File: src/rtl/pipe_ctrl_pkg.sv
// pipe_ctrl_pkg: shared core constants and types for pipeline control
package pipe_ctrl_pkg;
   typedef enum logic {IDLE = 1'b0, MC_WAIT = 1'b1} state_t;
   localparam logic [31:0] NOP_INST = 32'h0000_0013;
   localparam logic [31:0] RESET_PC = 32'h0;
   localparam int CNT_W_DEF = 32;
endpackage

File: src/rtl/pipe_ctrl_sat_counter.sv
// sat_counter: enable-driven up counter that sticks at all-ones
module sat_counter #(
   parameter int W = 32
) (
   input  logic         clk,
   input  logic         rst,
   input  logic         en,
   output logic [W-1:0] cnt
);
   // count enabled cycles, holding once every bit is set
   always_ff @(posedge clk or negedge rst)
      if (!rst) cnt <= '0;
      else if (en && cnt != '1) cnt <= cnt + W'(1);
endmodule

File: src/rtl/pipe_ctrl.sv
// pipe_ctrl: stage hold, PC hold and redirect control for jumps, multi-cycle ops and bus holds
import pipe_ctrl_pkg::*;

module pipe_ctrl #(
   parameter int CNT_W = CNT_W_DEF
) (
   input  logic             clk,
   input  logic             rst,
   input  logic             jump_en_i,
   input  logic [31:0]      jump_addr_i,
   input  logic             mc_start_i,
   input  logic [31:0]      mc_pc_i,
   input  logic             mc_done_i,
   input  logic             bus_hold_i,
   output logic             hold_pc_o,
   output logic             hold_ifid_o,
   output logic             hold_idex_o,
   output logic             jump_en_o,
   output logic [31:0]      jump_addr_o,
   output logic             busy_o,
   output logic [CNT_W-1:0] stall_cnt_o
);
   state_t      state, state_nxt;
   logic [31:0] saved_pc;
   logic        idle, mc_take;
   assign idle    = state == IDLE;
   assign mc_take = idle && mc_start_i && !jump_en_i;
   assign busy_o  = state == MC_WAIT;
   // output decode: a jump always wins in IDLE, MC_WAIT freezes everything until done
   always_comb begin
      state_nxt   = idle ? (mc_take ? MC_WAIT : IDLE) : (mc_done_i ? IDLE : MC_WAIT);
      jump_en_o   = idle ? jump_en_i : mc_done_i;
      jump_addr_o = !jump_en_o ? 32'h0 : idle ? jump_addr_i : saved_pc + 32'd4;
      hold_pc_o   = idle ? !jump_en_i && (mc_start_i || bus_hold_i) : !mc_done_i;
      hold_ifid_o = idle ? jump_en_i || mc_start_i || bus_hold_i : 1'b1;
      hold_idex_o = idle ? jump_en_i || mc_start_i : 1'b1;
   end
   // state register and return address of the pending multi-cycle op
   always_ff @(posedge clk or negedge rst)
      if (!rst) begin
         state    <= IDLE;
         saved_pc <= RESET_PC;
      end else begin
         state <= state_nxt;
         if (mc_take) saved_pc <= mc_pc_i;
      end
   sat_counter #(.W(CNT_W)) u_stall_cnt (
      .clk (clk),
      .rst (rst),
      .en  (hold_pc_o),
      .cnt (stall_cnt_o)
   );
endmodule
File: config.mk
export PLATFORM = sky130hd
export DESIGN_NAME = pipe_ctrl
export DESIGN_NICKNAME = d
export VERILOG_FILES = /design/src/rtl/pipe_ctrl_pkg.sv /design/src/rtl/pipe_ctrl_sat_counter.sv /design/src/rtl/pipe_ctrl.sv
export SDC_FILE = /design/constraint.sdc
export NUM_CORES = 1
export LEC_CHECK = 0
export ABC_AREA = 0
export BUFFER_PORTS_ARGS = -buffer_cell sky130_fd_sc_hd__buf_4
export CAP_MARGIN = 20
export CELL_PAD_IN_SITES_DETAIL_PLACEMENT = 1
export CELL_PAD_IN_SITES_GLOBAL_PLACEMENT = 1
export CORE_MARGIN = 2
export CORE_UTILIZATION = 38
export CTS_BUF_LIST = sky130_fd_sc_hd__clkbuf_4 sky130_fd_sc_hd__clkbuf_8
export CTS_CLUSTER_DIAMETER = 40
export DETAILED_ROUTE_END_ITERATION = 16
export PLACE_DENSITY_LB_ADDON = 0.08
export SYNTH_ARGS = -nofsm -noshare
export SYNTH_HDL_FRONTEND = slang
export SYNTH_SLANG_ARGS = --single-unit
File: constraint.sdc
create_clock -name clk -period 2 [get_ports clk]
set_input_delay 0 -clock clk [delete_from_list [all_inputs] [get_ports clk]]
set_output_delay 0 -clock clk [all_outputs]
set_load 0.01 [all_outputs]
==> metrics.md <==
| Metric | Value |
|---|---|
| Clock Latency Late Sink | 0.34 ns |
| Cell family with most CP delay | simple AND/OR/NAND/NOR gates |
| Final Critical Period | 2.04 ns |
| Reg2reg path depth | 5 |
| H-tree Lvls | 3 |
| Synth Net Count | 458 |
| # clock sinks | 65 |
| HPWL after DPL | 8590 um |
| Die Ht | 104 um |
| Worst-path cell chain | nand4_1, nor2_4, nand3_2, or3_1, a31oi_1, buf_4 |
| Most frequent cells in the layout | 170 x buf_4, 61 x dfrtp_1, 36 x dlygate4sd3_1 |
| Die width | 104 um |
| Register area share after synthesis | 43.1% |
| DP Cell Count | 656 |
| Worst stage delay on the critical path | about 0.4 ns |
| Drt drc | 0 |
| Crit path DAT | between 2 and 2.5 ns |
| Clk slew on worst S/H paths | 0.07 ns |
| Syn Inst Count | 386 |
| Max-Cap Viols | 0 |
| Setup TNS | -0.239 ns |
| First-pass DRT Iterations | 4 |
| Final hold slack | 0.210 ns |
| Yosys reg bits | 65 |
| Fin Clk Skew | between 0.006 and 0.007 ns |
| Final period util | 102% |
| Fin. max-slew vios | 0 |
| RSZ-0062 raised after global routing | yes |
| Synth warn | 0 |
| Clock Tree Buf Depth | 2 |
| Routed wire length | about 13,000 um |
| Power density over cell area | 742 nW/um2 |
| Crit-path max FO | 4 |
| ANT cells | 0 |
| Leak Pwr | 2.64 nW |
| First-pass GRT wire length | 20,400 um |
| Crit Path Class | reg2out |
| Slew @ Worst Pin | 0.649 ns |
| Final Wtd Congestion | 0.842 |
| Die ar. | 10,700 um2 |
| Gr usage total | 23.3% |
| Overflow after GRT | 0 |
| Failing checks | setup timing |
| Reg2reg setup slack | 0.11 ns |
| Post-route insts no fill | about 730 |
| Final-report hold violation count | 0 |
| Worst Path Required | 2.00 ns |
| CP max-delay cell | dfrtp_1 |
| Min-delay worst type | in2async |
| Status | finished with violations |
| Syn avg cell area | 9.77 um2 |
| CTS tree | done |
| Synthesis-to-finish area growth | 57.4% |
| Avg Vias per Cell | around 5.2 |
| Pin count of the biggest net entering global routing | between 60 and 70 |
| F_max | 491 MHz |
| Clock root cell | clkbuf_8 |
| 1st-iter DRT viols | 107 |
| Worst setup EP type | output port |
| Final nets | 666 |
| Final worst slack | -0.0354 ns |
| CP bufs+invs | 1 |
| PortBufs | 138 |
| DR vias | 3,809 |
| Core ar. | 9680 um2 |
| Max IR drop VDD | 650 uV |
| Io pins | 139 |
| Worst R2R Start | busy_o |
| Vias in the first global route | 3,994 |
| CTS Buf Count | 9 |
| Max transition margin | 56.7% |
| Post-synthesis cell area | 3770 um2 |
| Startpoint class of the critical path | flop |
| Post-route ant nets | 0 |
| Cell Rows | 36 |
| Endpoints failing setup | 13 |
| Avg WL per Cell | 18.1 um |
| R2r endpoint | busy_o |
| Fraction of layout cells with a size suffix above 1 | 44.1% |
| Most common cell after layout, fill and taps aside | buf_4 |
| Initial Util | roughly two fifths |
| Number of antenna violations at the first check in global routing | 0 |
| Yosys cell types | 43 |
## final cells by class
class,count,area [um2]
clock buffers,14,180
repair buffers,213,1730
flip-flops and latches,65,1630
fillers,1110,3750
well taps,133,166
multi-input cells,299,2170
clock inverters,2,35.0
inverters,6,22.5
## power by group
part	leakage, nW	switching [mW]	internal (mW)	total (mW)
logic	1.71	0.647	0.745	1.39
registers	0.817	0.264	1.53	1.79
clock network	0.114	0.514	0.705	1.22
## how the worst max path moves through the flow
| stage | endpoint | cells past startpoint | startpoint | slack (ns) |
|---|---|---|---|---|
| after floorplan | u_stall_cnt.cnt[1] | 5 | u_stall_cnt.cnt[0] | 0.21 |
| after CTS | jump_addr_o[24] | 7 | saved_pc[9] | -0.01 |
| after global placement | u_stall_cnt.cnt[23] | 5 | u_stall_cnt.cnt[20] | 0.18 |
| after detailed placement | u_stall_cnt.cnt[22] | 6 | u_stall_cnt.cnt[0] | 0.1 |
| after global routing | jump_addr_o[16] | 6 | saved_pc[7] | -0.18 |
| final | jump_addr_o[16] | 6 | saved_pc[7] | -0.04 |
## per-stage QoR
stage / total power, mW / instance area [um2] / setup slack, ns / util [%]
global placement: 2.91 / 5040 / 0.178 / 52.1
global route: 4.63 / 5930 / -0.183 / 61.3
detailed placement: 2.97 / 5040 / 0.0992 / 52.1
CTS: 4.30 / 5710 / -0.00968 / 58.9
floorplan: 2.39 / 3770 / 0.215 / -
finish: 4.40 / 5930 / -0.0354 / 61.3
## synthesized netlist by cell type, drive strengths merged
master,n,area [um2]
nand2b,1,6.26
nand4b,1,8.76
o21a,2,15.0
xnor2,24,210
clkbuf,9,33.8
a31oi,2,12.5
nand4,29,188
xor2,29,254
a311oi,1,8.76
a21oi,17,85.1
mux2,31,349
nand2,27,101
a211oi,8,60.1
ha,2,25.0
and3,9,56.3
or4,1,11.3
or2,1,6.26
o31a,1,10.0
nor4,3,25.0
a41oi,1,16.3
nand3,22,115
nor2,30,115
o211ai,2,20.0
o21ai,24,120
or3,4,25.0
and4,3,28.8
buf,7,33.8
dfrtp,65,1630
and2,4,25.0
a2bb2oi,1,8.76
inv,6,22.5
nor3,13,81.3
o2111ai,1,15.0
mux2i,5,50.1
## layer usage
| layer | routed length (um) | global-route usage, % |
|---|---|---|
| met1 | 5610 | 28.2 |
| met2 | 6910 | 42.2 |
| met3 | 613 | 5.03 |
| met4 | 149 | 5.50 |
| met5 | 0 | 0 |
## state kept, by name, summed over array words and instances (netlist names)
register,flops
saved_pc,32
u_stall_cnt.cnt,32
busy_o,1
## kinds of logic (layout without fill, tap and decap cells)
| family | count (synthesis) | in the layout | synth area share [%] |
|---|---|---|---|
| adders and majority gates | 2 | 2 | 0.664 |
| AOI/OAI and AO/OA | 60 | 60 | 9.86 |
| buffers and inverters | 22 | 235 | 2.39 |
| DFF | 65 | 65 | 43.1 |
| and+or+nand+nor | 148 | 148 | 21.0 |
| muxes | 36 | 36 | 10.6 |
| xor gates and xnor gates | 53 | 53 | 12.3 |
## what timing repair did
item	in CTS	in global routing
cloned	0	2
pin swaps	4	23
endpoints found under the setup margin	9	24
hold buffers	36	0
endpoints found under the hold margin	77	0
buffers inserted	7	15
resized for setup	9	26
Power figures use the tool's default switching activity.
